File: src/rtl/axis_packet_tracker.sv
// ---------------------------------------------------------------------------
// axis_packet_tracker
// Counts complete AXI-Stream packets held in each of C_NUM_CHANNELS RX FIFOs
// by watching TLAST handshakes on the write (S) and read (M) sides. Each
// channel has a saturating count, sticky overflow/underflow flags and an
// interrupt coalescer with a shared packet-count threshold and timeout.
//
// Optional build macro: PKT_TRACKER_WATERMARK_EN
//   When defined, adds the AXIS_PACKET_MAX output, which holds a high-watermark
//   of the count for each channel.
//
// Ports:
//   aclk, aresetn        clock, synchronous active-low reset
//   S_AXIS_TVALID/TREADY/TLAST   FIFO write-side handshake, 1 bit per channel
//   M_AXIS_TVALID/TREADY/TLAST   FIFO read-side handshake, 1 bit per channel
//   AXIS_PACKET_COUNT    per-channel count, channel i at [i*W +: W]
//   IRQ_THRESHOLD        shared count threshold (0 behaves as 1)
//   IRQ_TIMEOUT          shared coalescing timeout in cycles (0 = no timeout)
//   ENABLE_IRQ/CLEAR_IRQ per-channel IRQ enable / clear pulse
//   IRQ, IRQ_ANY         per-channel interrupt and their OR
//   CLEAR_ERR            clears all sticky error flags
//   OVERFLOW/UNDERFLOW   sticky per-channel error flags
//   AXIS_PACKET_MAX      (watermark build only) per-channel count high-watermark
// ---------------------------------------------------------------------------
module axis_packet_tracker #(
    parameter int unsigned C_NUM_CHANNELS     = 4,
    parameter int unsigned C_DATA_COUNT_WIDTH = 11,
    parameter int unsigned C_TIMEOUT_WIDTH    = 16
) (
    input  logic                                         aclk,
    input  logic                                         aresetn,
    input  logic [C_NUM_CHANNELS-1:0]                    S_AXIS_TVALID,
    input  logic [C_NUM_CHANNELS-1:0]                    S_AXIS_TREADY,
    input  logic [C_NUM_CHANNELS-1:0]                    S_AXIS_TLAST,
    input  logic [C_NUM_CHANNELS-1:0]                    M_AXIS_TVALID,
    input  logic [C_NUM_CHANNELS-1:0]                    M_AXIS_TREADY,
    input  logic [C_NUM_CHANNELS-1:0]                    M_AXIS_TLAST,
    output logic [C_NUM_CHANNELS*C_DATA_COUNT_WIDTH-1:0] AXIS_PACKET_COUNT,
    input  logic [C_DATA_COUNT_WIDTH-1:0]                IRQ_THRESHOLD,
    input  logic [C_TIMEOUT_WIDTH-1:0]                   IRQ_TIMEOUT,
    input  logic [C_NUM_CHANNELS-1:0]                    ENABLE_IRQ,
    input  logic [C_NUM_CHANNELS-1:0]                    CLEAR_IRQ,
    output logic [C_NUM_CHANNELS-1:0]                    IRQ,
    output logic                                         IRQ_ANY,
    input  logic                                         CLEAR_ERR,
    output logic [C_NUM_CHANNELS-1:0]                    OVERFLOW,
    output logic [C_NUM_CHANNELS-1:0]                    UNDERFLOW
`ifdef PKT_TRACKER_WATERMARK_EN
    ,
    output logic [C_NUM_CHANNELS*C_DATA_COUNT_WIDTH-1:0] AXIS_PACKET_MAX
`endif
);

    localparam int unsigned NC = C_NUM_CHANNELS;
    localparam int unsigned CW = C_DATA_COUNT_WIDTH;
    localparam int unsigned TW = C_TIMEOUT_WIDTH;

    localparam logic [CW-1:0] CNT_MAX = {CW{1'b1}};

    typedef enum logic [1:0] {
        ST_IDLE     = 2'd0,
        ST_PENDING  = 2'd1,
        ST_ASSERTED = 2'd2
    } irq_state_t;

    // Shared threshold/timeout decode
    logic [CW-1:0] w_thr;
    logic          w_tmo_one;
    logic          w_tmo_zero;

    assign w_thr      = (IRQ_THRESHOLD == '0) ? CW'(1) : IRQ_THRESHOLD;
    assign w_tmo_one  = (IRQ_TIMEOUT == TW'(1));
    assign w_tmo_zero = (IRQ_TIMEOUT == '0);

    logic [NC-1:0] w_irq_next;
    logic          r_irq_any;

    for (genvar g = 0; g < NC; g++) begin : g_ch
        logic          w_inc;
        logic          w_dec;
        logic [CW-1:0] w_cnt_next;
        logic          w_ovf_evt;
        logic          w_udf_evt;
        logic          w_hit_thr;
        logic          w_cnt_zero;
        logic          w_start;
        logic          w_start_assert;
        logic          w_tmo_hit;
        logic          w_irq_nxt;

        logic [CW-1:0] r_cnt;
        logic          r_ovf;
        logic          r_udf;
        irq_state_t    r_state;
        logic [TW-1:0] r_timer;
        logic          r_irq;

        assign w_inc = S_AXIS_TVALID[g] & S_AXIS_TREADY[g] & S_AXIS_TLAST[g];
        assign w_dec = M_AXIS_TVALID[g] & M_AXIS_TREADY[g] & M_AXIS_TLAST[g];

        // Saturating next count and error events
        always_comb begin
            w_cnt_next = r_cnt;
            w_ovf_evt  = 1'b0;
            w_udf_evt  = 1'b0;
            if (w_inc && !w_dec) begin
                if (r_cnt == CNT_MAX) begin
                    w_ovf_evt = 1'b1;
                end else begin
                    w_cnt_next = r_cnt + CW'(1);
                end
            end else if (w_dec && !w_inc) begin
                if (r_cnt == '0) begin
                    w_udf_evt = 1'b1;
                end else begin
                    w_cnt_next = r_cnt - CW'(1);
                end
            end
        end

        assign w_hit_thr      = (w_cnt_next >= w_thr);
        assign w_cnt_zero     = (w_cnt_next == '0);
        assign w_start        = ENABLE_IRQ[g] & w_inc;
        assign w_start_assert = w_start & (w_hit_thr | w_tmo_one);
        assign w_tmo_hit      = ~w_tmo_zero & (r_timer == TW'(1));

        // Next-cycle IRQ bit; feeds both r_irq and the shared IRQ_ANY flop
        always_comb begin
            w_irq_nxt = 1'b0;
            case (r_state)
                ST_IDLE:     w_irq_nxt = w_start_assert;
                ST_PENDING:  w_irq_nxt = ENABLE_IRQ[g] & ~w_cnt_zero & (w_hit_thr | w_tmo_hit);
                ST_ASSERTED: w_irq_nxt = CLEAR_IRQ[g] ? w_start_assert : 1'b1;
                default:     w_irq_nxt = 1'b0;
            endcase
        end

        assign w_irq_next[g] = w_irq_nxt;

        // Packet count and sticky error flags; a new error beats CLEAR_ERR
        always_ff @(posedge aclk) begin
            if (!aresetn) begin
                r_cnt <= '0;
                r_ovf <= 1'b0;
                r_udf <= 1'b0;
            end else begin
                r_cnt <= w_cnt_next;
                r_ovf <= w_ovf_evt | (r_ovf & ~CLEAR_ERR);
                r_udf <= w_udf_evt | (r_udf & ~CLEAR_ERR);
            end
        end

        // Interrupt coalescing FSM; timer counts from the first packet only
        always_ff @(posedge aclk) begin
            if (!aresetn) begin
                r_state <= ST_IDLE;
                r_timer <= '0;
                r_irq   <= 1'b0;
            end else begin
                r_irq <= w_irq_nxt;
                case (r_state)
                    ST_IDLE: begin
                        if (w_start_assert) begin
                            r_state <= ST_ASSERTED;
                        end else if (w_start) begin
                            r_state <= ST_PENDING;
                            r_timer <= IRQ_TIMEOUT;
                        end
                    end
                    ST_PENDING: begin
                        if (!ENABLE_IRQ[g] || w_cnt_zero) begin
                            r_state <= ST_IDLE;
                        end else if (w_hit_thr || w_tmo_hit) begin
                            r_state <= ST_ASSERTED;
                        end else if (r_timer != '0) begin
                            r_timer <= r_timer - TW'(1);
                        end
                    end
                    ST_ASSERTED: begin
                        // Clearing re-runs the idle entry so a coincident packet is kept
                        if (CLEAR_IRQ[g]) begin
                            if (w_start_assert) begin
                                r_state <= ST_ASSERTED;
                            end else if (w_start) begin
                                r_state <= ST_PENDING;
                                r_timer <= IRQ_TIMEOUT;
                            end else begin
                                r_state <= ST_IDLE;
                            end
                        end
                    end
                    default: r_state <= ST_IDLE;
                endcase
            end
        end

        assign AXIS_PACKET_COUNT[g*CW +: CW] = r_cnt;
        assign IRQ[g]                        = r_irq;
        assign OVERFLOW[g]                   = r_ovf;
        assign UNDERFLOW[g]                  = r_udf;

`ifdef PKT_TRACKER_WATERMARK_EN
        logic [CW-1:0] r_max;

        // High-watermark; CLEAR_ERR restarts it from the current count
        always_ff @(posedge aclk) begin
            if (!aresetn) begin
                r_max <= '0;
            end else if (CLEAR_ERR) begin
                r_max <= w_cnt_next;
            end else if (w_cnt_next > r_max) begin
                r_max <= w_cnt_next;
            end
        end

        assign AXIS_PACKET_MAX[g*CW +: CW] = r_max;
`endif
    end

    // IRQ_ANY registered from next-state bits so it lines up with IRQ
    always_ff @(posedge aclk) begin
        if (!aresetn) begin
            r_irq_any <= 1'b0;
        end else begin
            r_irq_any <= |w_irq_next;
        end
    end

    assign IRQ_ANY = r_irq_any;

endmodule

File: config.mk
export PLATFORM = sky130hd
export DESIGN_NAME = axis_packet_tracker
export DESIGN_NICKNAME = d
export VERILOG_FILES = /design/src/rtl/axis_packet_tracker.sv
export SDC_FILE = /design/constraint.sdc
export NUM_CORES = 1
export LEC_CHECK = 0
export BUFFER_PORTS_ARGS = -buffer_cell sky130_fd_sc_hd__buf_4
export CAP_MARGIN = 20
export CORE_MARGIN = 3
export CORE_UTILIZATION = 65
export CTS_CLUSTER_DIAMETER = 30
export CTS_CLUSTER_SIZE = 12
export DETAILED_ROUTE_END_ITERATION = 6
export GPL_TIMING_DRIVEN = 0
export PLACE_DENSITY = 0.95
export SETUP_SLACK_MARGIN = 0.02
export SLEW_MARGIN = 20
export SYNTH_ARGS = -nofsm -noshare
export SYNTH_HDL_FRONTEND = slang
export SYNTH_SLANG_ARGS = --single-unit
File: constraint.sdc
create_clock -name aclk -period 13.9 [get_ports aclk]
set_clock_uncertainty 0.05 [all_clocks]
set_input_delay 1.39 -clock aclk [delete_from_list [all_inputs] [get_ports aclk]]
set_output_delay 1.39 -clock aclk [all_outputs]
set_load 0.03 [all_outputs]
# Yosys cells after proc, flatten, opt, wreduce, memory -nomap -nowiden
# Index checks and enable logic that the tools add are counted.
[op_classes] muxes=105 addsub=12 eq_ne=41 reduce_logical=59 n_lt_le_gt_ge=4 n_bitwise=66
[ops] cell="16-bit two-way mux" n=24
[ops] cell="16-bit one-hot mux with 3 select lines" n=4
[ops] cell="11-bit two-way mux" n=17
[ops] cell="11-bit logical NOT" n=9
[ops] cell="16-bit by 1-bit equality test with 1-bit output, second input constant" n=5
[ops] cell="16-bit nonzero test" n=4
[ops] cell="16-bit by 1-bit subtractor with 16-bit output, second input constant" n=4
[ops] cell="2-bit two-way mux" n=24
[ops] cell="11-bit by 1-bit adder with 11-bit output, second input constant" n=4
[ops] cell="1-bit bitwise AND" n=44
[ops] cell="11-bit equality test, second input constant" n=4
[ops] cell="11-bit >= comparator" n=4
[ops] cell="11-bit by 1-bit subtractor with 11-bit output, second input constant" n=4
[ops] cell="2-bit != test, second input constant" n=16
[ops] cell="1-bit two-way mux" n=28
[ops] cell="3-bit != test, second input constant" n=8
[ops] cell="2-bit one-hot mux with 3 select lines" n=4
[ops] cell="5-bit AND reduction" n=4
[ops] cell="16-bit logical NOT" n=1
[ops] cell="1-bit OR" n=16
[ops] cell="1-bit logical NOT" n=12
[ops] cell="1-bit one-hot mux with 3 select lines" n=4
[ops] cell="3-bit AND reduction" n=4
[ops] cell="3-bit nonzero test" n=4
[ops] cell="other kinds (7)" n=35
[word_totals] wordCells=312 inputBits=62 out_inout_bits=57 reg_bits=129

# Logic depth before layout (Yosys ltp)
# Gate-level depths: netlist (run 1).
[depth] depth_word=12 mapped_depth=21 mapped_depth_nobuf=18

# Worst setup path before layout (run 1)
# OpenSTA, ideal clock, no wires.
[synth_timing] path_type="input port to flip-flop" start="input port M_AXIS_TLAST[3]" end="register g_ch[3].r_timer[12]" n_path_buf=3 t_required_ps=13733 path_stages=20 setup_slack_ps=8811 arrival_time_ps=4922 setup_time_ps=117 cell_sequence="and3_1 -> clkbuf_1 -> nor2_1 -> nor4_1 -> a21oi_1 -> nor2_1 -> xnor2_1 -> inv_1 -> ha_1 -> a21o_1 -> a21o_1 -> a21oi_1 -> o21ai_0 -> a211o_1 -> a21oi_1 -> or2_2 -> clkbuf_1 -> clkbuf_1 -> nand3_1 -> a32o_1"
[synth_between] elab_chain_len=10 word_cells_on_any_way=18 classes_between="order compare (1); eq/ne (2); mux (5); bitwise (3); reduce/logical (7)"
[synth_lines] element="start, declared" line="37" text="input logic [C_NUM_CHANNELS-1:0] M_AXIS_TLAST,"
[synth_lines] element="1-bit bitwise AND (*)" line="99" text="assign w_dec = M_AXIS_TVALID[g] & M_AXIS_TREADY[g] & M_AXIS_TLAST[g];"
[synth_lines] element="1-bit logical AND / 1-bit logical NOT (equally long branches)" line="112, 106"
[synth_lines] element="11-bit two-way mux / 1-bit logical AND (equally long branches)" line="112, 106"
[synth_lines] element="11-bit two-way mux (*)" line="106" text="if (w_inc && !w_dec) begin"
[synth_lines] element="via g_ch[3].w_cnt_next[3]" line="81" text="logic [CW-1:0] w_cnt_next;"
[synth_lines] element="11-bit >= comparator" line="121" text="assign w_hit_thr = (w_cnt_next >= w_thr);"
[synth_lines] element="1-bit OR" line="124" text="assign w_start_assert = w_start & (w_hit_thr | w_tmo_one);"
[synth_lines] element="1-bit bitwise AND" line="124"
[synth_lines] element="16-bit two-way mux (2 in series)"
[synth_lines] element="16-bit one-hot mux with 3 select lines"
[synth_lines] element="end signal, assigned" line="176" text="r_timer <= r_timer - TW'(1);"
[synth_lines] element="end, declared" line="95" text="logic [TW-1:0] r_timer;"
# Mark *: on every way through the listed nets, which the timed path passes. The rest lies on a longest branch. The select of a mux whose other input is x is not followed.
# A chain may end at the register's enable or synchronous reset.

# Worst setup path after layout (run 1)
[layout_timing] start="input port M_AXIS_TLAST[3]" end="register g_ch[3].r_timer[1]"
# The elaborated chain is that of the path after synthesis.

==> results of run 1 <==
[through the flow]
step / worst slack, ns / instance area, sq um
floorplan: 8.811 / 10200
CTS: 8.142 / 11910
global placement: 7.947 / 11350
global route: 7.602 / 11920
finish: 7.965 / 11920
detailed placement: 7.795 / 11350
[sequential cells by signal, indices dropped and copies added, names as in the netlist]
signal and cells:
IRQ_ANY 1, g_ch.r_cnt 44, g_ch.r_irq 4, g_ch.r_ovf 4, g_ch.r_state 8, g_ch.r_timer 64, g_ch.r_udf 4
[cells in the final DEF (no fill, tap or decap), types with 8 or more instances in the layout]
master / n
clkbuf_1: 66
inv_1: 51
or2_2: 11
xnor2_1: 12
mux2i_1: 8
a22oi_1: 9
a211oi_1: 15
nor2_1: 130
buf_4: 130
or3_1: 23
a31oi_1: 12
nand4_1: 43
o211ai_1: 28
nor4_1: 43
a32o_1: 18
o221ai_1: 8
nand2b_1: 17
nand2_1: 109
nand3_1: 64
o32ai_1: 10
or4_1: 16
a21o_1: 15
o31ai_1: 16
ha_1: 60
dfxtp_1: 129
a21oi_1: 82
nor3_1: 44
o22ai_1: 9
o21ai_0: 55
clkbuf_16: 17
and3_1: 21
and2_1: 47
[how the worst min path moves through the flow]
stage                         endpoint  slack, ns
floorplan           g_ch[0].r_timer[1]       0.39
global route             g_ch[3].r_ovf       0.45
global placement    g_ch[1].r_timer[1]       0.41
detailed placement  g_ch[1].r_timer[1]       0.42
CTS                 g_ch[1].r_timer[1]       0.42
finish              g_ch[1].r_timer[3]       0.43
[cell type report]
type / count / share of cell area
Multi-Input combinational cell: 1080 / 0.5860
Sequential cell: 129 / 0.2167
Timing Repair Buffer: 119 / 0.07475
Clock buffer: 21 / 0.03780
Buffer: 90 / 0.03696
Tap cell: 211 / 0.02215
Inverter: 51 / 0.01606
Clock inverter: 11 / 0.009554
[metal layers]
metal	vias up	part of all wire
met5	-	0
li1	5417	-
met2	998	0.43
met4	0	0.062
met3	243	0.14
met1	5442	0.37
[critical path, stage by stage]
cell and delay, ns:
buf_4 0.11, and3_1 0.17, clkbuf_1 0.20, nor2_1 0.46, nor4_1 0.09, a21oi_1 0.13, nor2_1 0.07, xnor2_1 0.52
inv_1 0.11, ha_1 0.22, a21o_1 0.17, a21o_1 0.17, a21oi_1 0.14, o21ai_0 0.20, a211o_1 0.34, a21oi_1 0.40
or2_2 0.19, clkbuf_1 0.22, clkbuf_1 0.42, o21ai_0 0.21, a221oi_1 0.27
[power by group through the flow]
stage | Combinational [mW] | Sequential [mW] | Clock, mW
floorplan | 0.243 | 0.423 | 0
global placement | 0.352 | 0.410 | 0
detailed placement | 0.362 | 0.411 | 0
CTS | 0.369 | 0.403 | 0.438
global route | 0.411 | 0.406 | 0.456
finish | 0.383 | 0.404 | 0.440
[kinds of logic (layout without fill, tap and decap cells)]
kind of cell | Yosys count | in the layout
mux | 10 | 10
compound gates | 370 | 370
buf+inv | 141 | 292
simple gates | 621 | 621
fa+ha+maj | 60 | 60
flops | 129 | 129
xor+xnor | 19 | 19
==> out/qor.yml, run 1 <==
run_status:
  status: "finished, violations left"
  violations: "DRC"
worst_setup_path:
  cp_max_fo: 10
  worst-setup-path-type: "input pin to flop"
  worstPathArrival_ns: 6.21
  capture_point_of_the_worst_reg_to_reg_path: "g_ch[3].r_timer[1]"
  worstReg2RegStart: "g_ch[3].r_cnt[0]"
  worstPathRequired_ns: 14.18
  worst_r2r_path_depth: 21
  reg2reg_slack_ns: 8.35
  crit_path_end: "g_ch[3].r_timer[1]"
  end_kind: "flop"
  critPathLaunch: "M_AXIS_TLAST[3]"
  worstSetupStartpointType: "input pin"
floorplanning:
  die-height_um: 131.3
  design.portCount: 119
  die_x_um: 131.3
  start_util: 0.6684
  placement_rows: 45
  placeableCoreArea_sq_um: 15260
  design.die.area_sq_um: 17230
yosys:
  synth_flop_cell: "dfxtp_1"
  synthCells: 1350
  synth_enable_flop_cells: 0
  netlist_area_sq_um: 10200
  post-synth-top-count-cell: "nor2_1"
  post_synthesis_async_set_or_reset_flop_share: 0
  synth_fa_ha_area_frac: 0.07361
  top_area_cell_type_share_of_the_netlist_area: 0.2532
  yosys.area_share.simple: 0.3230
  synth_top_family_by_area: "simple AND/OR/NAND/NOR gates"
  post_synth_xor_area_fraction: 0.01632
  ys_warn_count: 0
  synthesis.nets: 1472
  synth-seq-area-share: 0.2532
  synth.top_cells.by_area: "dfxtp_1, ha_1, nor2_1"
  post_synth_most_frequent_cells: "nor2_1, dfxtp_1, nand2_1"
  synth_seq_cells: 129
  synth_compound_area_frac: 0.2618
  synth.lib_cells_used.distinct: 96
  synth.area.mux_share: 0.01006
  post_synth.cell_area_avg_sq_um: 7.554
  synth_largest_area_cell: "dfxtp_1"
sta:
  timing.final.setup_violations: 0
  worst_hold_slack_ns: 0.4256
  timing.fmax_ghz: 0.1685
  setup_total_negative_slack_ns: 0
  period_utilization: 0.4270
  max-slew-margin-rel: 0.3172
  hold_viol: 0
  timing.final.max_slew_violations: 0
  rsz0062_at_grt: "false"
  worstMarginPinSlew_ns: 1.024
  post-route-min-period_ns: 5.935
final_layout:
  fin_nets: 1610
  post_route_cells_drive_above_1_share: 0.1532
  finalCoreUtilization: 0.7811
  antenna_diode_instance_count: 0
  stdcell_count: 1712
  count_of_filler_cells_inserted_in_the_layout: 1108
  final-seq-area_sq_um: 2582
  area_growth_pct: 16.86
  multi_input_area_sq_um: 6984
worst_hold_path:
  class_of_the_most_critical_hold_timing_path: "flop to flop"
  hold_path_startpoint: "g_ch[1].r_timer[3]"
  min_delay_path_depth: 2
place:
  post-place-cells: 1679
  post_dp_hpwl_um: 24380
  port_buffers: 118
  globalplace.congestion: 0.9977
grt:
  groute.layer.met1.usage: 0.4883
  grt_util_met3: 0.1022
  met2_usage: 0.5855
  initial_antenna_violation_count: 0
  gr-max-usage-layer: "met2"
  track_usage: 0.3856
  globalRouteOverflowTotal: 0
  first_global_vias: 11193
  grt_pass1_wl_um: 55570
  largest_net_degree_at_the_start_of_global_routing: 17
clocking:
  cts_tree: "done"
  postCtsResizedCells: 0
  worst_setup_hold_path_clk_slew_ns: 0.06
  insertion_delay_ns: 0.43
  cts_buffers: 17
  clock_path_buffers: 2
  clock_sink_count: 129
  cts_root_buf: "clkbuf_16"
  clock_h_tree_levels: 4
  postCtsHoldBufs: 0
  postCtsSetupBuffers: 0
power_and_ir_drop:
  p_int_uw: 794.9
  powerDensity_nw_per_um2: 103.0
  power.share.combinational: 0.312
  vdd_drop_max_v: 0.00009365
  finalPower_mw: 1.227
  power.static_leakage_nw: 4.996
  share_clk_of_total_power: 0.358
  swShare: 0.3522
  power_frac_seq: 0.330
  p_sw_uw: 432.2
detailed_routing:
  detail-route-antenna-nets: 0
  drt_first_pass_iters: 7
  drt_iter0_drc: 1829
  drc: 4
  route.vias.total: 12100
  via_count_normalized_by_instance_count: 7.068
  routed_wirelength_um: 35360
  detail_route.wl_per_cell_um: 20.65
job:
  max_cap_violations: 0
Power figures use the tool's default switching activity.
==> inputs of run 2 (changes only) <==
--- a/config.mk
+++ b/config.mk
@@ -5,15 +5,16 @@
 export SDC_FILE = /design/constraint.sdc
 export NUM_CORES = 1
 export LEC_CHECK = 0
+export ABC_AREA = 1
 export BUFFER_PORTS_ARGS = -buffer_cell sky130_fd_sc_hd__buf_4
 export CAP_MARGIN = 20
 export CORE_MARGIN = 3
-export CORE_UTILIZATION = 65
+export CORE_UTILIZATION = 61
 export CTS_CLUSTER_DIAMETER = 30
 export CTS_CLUSTER_SIZE = 12
 export DETAILED_ROUTE_END_ITERATION = 6
 export GPL_TIMING_DRIVEN = 0
-export PLACE_DENSITY = 0.95
+export PLACE_DENSITY = 0.91
 export SETUP_SLACK_MARGIN = 0.02
 export SLEW_MARGIN = 20
 export SYNTH_ARGS = -nofsm -noshare
==> constraint.sdc (replaced) <==
create_clock -name aclk -period 6.07 [get_ports aclk]
set_clock_uncertainty 0.05 [all_clocks]
set_input_delay 0.607 -clock aclk [delete_from_list [all_inputs] [get_ports aclk]]
set_output_delay 0.607 -clock aclk [all_outputs]
set_load 0.03 [all_outputs]
==> run 2 against run 1 <==
  * The run now ends clean
  * Highest routed layer is now met5
  * Register-to-register slack got worse by 6.2 ns
  * Critical path type is now flop to flop
  * Clock power rose by 130%
  * Non-clock buffer count is 29 lower
  * Die area up 17%
  * Sequential power up 140%
==> out/qor.yml, run 2 <==
sta:
  timing.fmax_ghz: 0.2530
  worstMarginPinSlew_ns: 0.8335  # -0.1906 ns
  rsz0062_at_grt: "false"
  post-route-min-period_ns: 3.952
  max-slew-margin-rel: 0.4443  # +0.1271
  timing.final.setup_violations: 0  # unchanged
  timing.final.max_slew_violations: 0  # unchanged
  setup_total_negative_slack_ns: 0  # unchanged
  hold_viol: 0  # unchanged
  period_utilization: 0.6511
detailed_routing:
  detail_route.wl_per_cell_um: 15.01  # -27%
  via_count_normalized_by_instance_count: 5.717  # -19%
  drt_iter0_drc: 1145  # -37%
  route.vias.total: 12675  # +4.8%
  drt_first_pass_iters: 6  # -1
  routed_wirelength_um: 33280  # -5.9%
  detail-route-antenna-nets: 0  # unchanged
  drc: 0  # -4
worst_hold_path:
  hold_path_startpoint: "g_ch[2].r_udf"
  class_of_the_most_critical_hold_timing_path: "flop to flop"
  min_to: "g_ch[2].r_udf"
  min_delay_path_depth: 2  # unchanged
yosys:
  synthesis.nets: 1960  # +33%
  post_synth.cell_area_avg_sq_um: 6.123  # -19%
  synth_seq_cells: 129  # unchanged
  synth.top_cells.by_area: "dfxtp_1, nand2_1, nor2_1"
  post_synth_most_frequent_cells: "nand2_1, nor2_1, inv_1"
  synth_largest_area_cell: "dfxtp_1"
  top_area_cell_type_share_of_the_netlist_area: 0.2295  # -0.02376
  netlist_area_sq_um: 11250  # +10%
  synth_flop_cell: "dfxtp_1"
  post_synthesis_async_set_or_reset_flop_share: 0  # unchanged
  ys_warn_count: 0  # unchanged
  synth_enable_flop_cells: 0  # unchanged
  synth-seq-area-share: 0.2295  # -0.02376
  synth.lib_cells_used.distinct: 48  # -50%
  post-synth-top-count-cell: "nand2_1"
  synthCells: 1838  # +36%
grt:
  met2_usage: 0.5539  # -0.03162
  first_global_vias: 11574  # +3.4%
  initial_antenna_violation_count: 1  # +1
  track_usage: 0.3262  # -0.05940
  grt_util_met3: 0.04820  # -0.05402
  largest_net_degree_at_the_start_of_global_routing: 17  # unchanged
  gr-max-usage-layer: "met2"
  globalRouteOverflowTotal: 0  # unchanged
  groute.layer.met1.usage: 0.3981  # -0.09017
  grt_pass1_wl_um: 54250  # -2.4%
final_layout:
  antenna_diode_instance_count: 0  # unchanged
  area_growth_pct: 15.59
  regMostFlops: "g_ch.r_timer"
  fin_nets: 2097  # +30%
  count_of_filler_cells_inserted_in_the_layout: 1492  # +35%
  final-seq-area_sq_um: 2582  # unchanged
  stdcell_count: 2217  # +29%
  final_cell_mix: "nand2_1, nor2_1, inv_1"
  reg_top3: "g_ch.r_timer (64), g_ch.r_cnt (44), g_ch.r_state (8)"
  multi_input_area_sq_um: 7302  # +4.6%
  mostFrequentLayoutCell: "nand2_1"
  design_area_sq_um: 13010  # +9.2%
  finalCoreUtilization: 0.7217  # -0.05934
  post_route_cells_drive_above_1_share: 0.1675  # +0.01427
  number_of_flip_flops_in_the_largest_register: 64  # unchanged
floorplanning:
  design.die.area_sq_um: 20120  # +17%
  die-height_um: 141.8  # +8.1%
  design.portCount: 119  # unchanged
  placement_rows: 49  # +8.9%
  placeableCoreArea_sq_um: 18020  # +18%
  die_x_um: 141.8  # +8.1%
  start_util: 0.6244  # -0.04400
worst_setup_path:
  worstSetupStartpointType: "flop"
  worstPathRequired_ns: 6.34  # -7.84 ns
  worst_r2r_path_depth: 23  # +9.5%
  end_kind: "flop"
  worstPathArrival_ns: 4.22  # -1.99 ns
  cp_max_fo: 10  # unchanged
  capture_point_of_the_worst_reg_to_reg_path: "g_ch[0].r_timer[12]"
  worst-setup-path-type: "flop to flop"
  worstReg2RegStart: "g_ch[0].r_cnt[0]"
  reg2reg_slack_ns: 2.12  # -6.23 ns
job:
  max_cap_violations: 0  # unchanged
place:
  placed_area_sq_um: 12430  # +9.5%
  globalplace.congestion: 0.9815  # -1.6%
  post_dp_hpwl_um: 24960  # +2.4%
  port_buffers: 118  # unchanged
  post-place-cells: 2185  # +30%
clocking:
  postCtsResizedCells: 0  # unchanged
  cts_tree: "done"
  insertion_delay_ns: 0.43  # about the same
  cts_root_buf: "clkbuf_16"
  cts_buffers: 17  # unchanged
  clock_path_buffers: 2  # unchanged
  postCtsHoldBufs: 0  # unchanged
  worst_setup_hold_path_clk_slew_ns: 0.06  # about the same
  postCtsSetupBuffers: 0  # unchanged
  clock_sink_count: 129  # unchanged
  clock_h_tree_levels: 4  # unchanged
power_and_ir_drop:
  p_sw_mw: 1.240  # +190%
  power.static_leakage_nw: 6.503  # +30%
  p_int_mw: 1.922  # +140%
  finalPower_mw: 3.162  # +160%
  powerDensity_nw_per_um2: 243.1  # +140%
  power_frac_seq: 0.313  # -0.017
  swShare: 0.3923  # +0.04003
  vdd_drop_max_v: 0.0002315  # +150%
  share_clk_of_total_power: 0.323  # -0.035
  power.share.combinational: 0.364  # +0.052
run_status:
  status: "finished clean"
[run 2: changes by cell type after synthesis, moves of 39 or more]
cell | before | now
nand2_1 | 109 | 391
nand3_1 | 64 | 138
o21ai_0 | 55 | 104
and2_1 | 47 | 0
nor2_1 | 130 | 300
inv_1 | 51 | 229
clkbuf_1 | 63 | 24
[run 2: through the flow]
stage	hold WS [ns]	worst slack [ns]
CTS	0.4173	2.200
finish	0.4150	2.118
global placement	0.4050	2.092
floorplan	0.3957	2.581
detailed placement	0.4078	2.012
global route	0.4409	1.763
[run 2: logic make-up (layout without fill, tap and decap cells)]
logic type	after synthesis	count (layout)	share of synthesized area
buffers and inverters	312	462	0.1217
xor gates and xnor gates	28	28	0.02179
DFF	129	129	0.2295
AOI/OAI and AO/OA	269	269	0.1296
and+or+nand+nor	1040	1040	0.4307
adders and majority gates	60	60	0.06670
[run 2: layer usage]
layer  up-vias  part of all wire
met5         -           0.00039
met4         2             0.048
met3       137             0.085
met2       615              0.48
met1      5707              0.39
li1       6214                 -
[run 2: worst max-delay path by stage]
stage                     start                   to  cells after the start
2_1_floorplan  g_ch[2].r_cnt[0]  g_ch[2].r_timer[10]                     25
3_3_place_gp   S_AXIS_TVALID[3]  g_ch[3].r_timer[14]                     20
3_5_place_dp   M_AXIS_TVALID[2]  g_ch[2].r_timer[11]                     22
4_1_cts        g_ch[2].r_cnt[0]  g_ch[2].r_timer[11]                     25
5_1_grt        g_ch[2].r_cnt[0]  g_ch[2].r_timer[13]                     25
6_report       g_ch[0].r_cnt[0]  g_ch[0].r_timer[12]                     23
[run 2: power groups by stage]
stage	registers (mW)	clock network, mW	logic [mW]
2_1_floorplan	1.03	0	0.811
3_3_place_gp	1.00	0	1.08
3_5_place_dp	1.00	0	1.12
4_1_cts	0.986	1.02	1.13
5_1_grt	0.998	1.07	1.29
6_report	0.989	1.02	1.15
[run 2: layout make-up]
class	instances	share of cell area
Multi-Input combinational cell	1397	0.5613
Buffer	62	0.03299
Tap cell	229	0.02203
Timing Repair Buffer	118	0.06810
Sequential cell	129	0.1985
Clock buffer	21	0.03693
Clock inverter	11	0.007791
Inverter	250	0.07233
[run 2: critical path, cell delays in order (launching register included)]
cell	delay, ns
dfxtp_1	0.35
inv_1	0.15
ha_1	0.22
nand2_1	0.08
nor2_2	0.18
nand3_4	0.14
nand2_2	0.11
nand2_2	0.09
nand2_1	0.07
nand2_1	0.06
nand2_2	0.08
inv_1	0.05
ha_1	0.32
a21oi_1	0.17
o21ai_0	0.12
nand2_1	0.07
o2111ai_1	0.09
nor2_1	0.25
nand4_1	0.12
a21oi_1	0.35
clkbuf_1	0.44
nand3_1	0.14
nand2_1	0.08
nor2_1	0.05
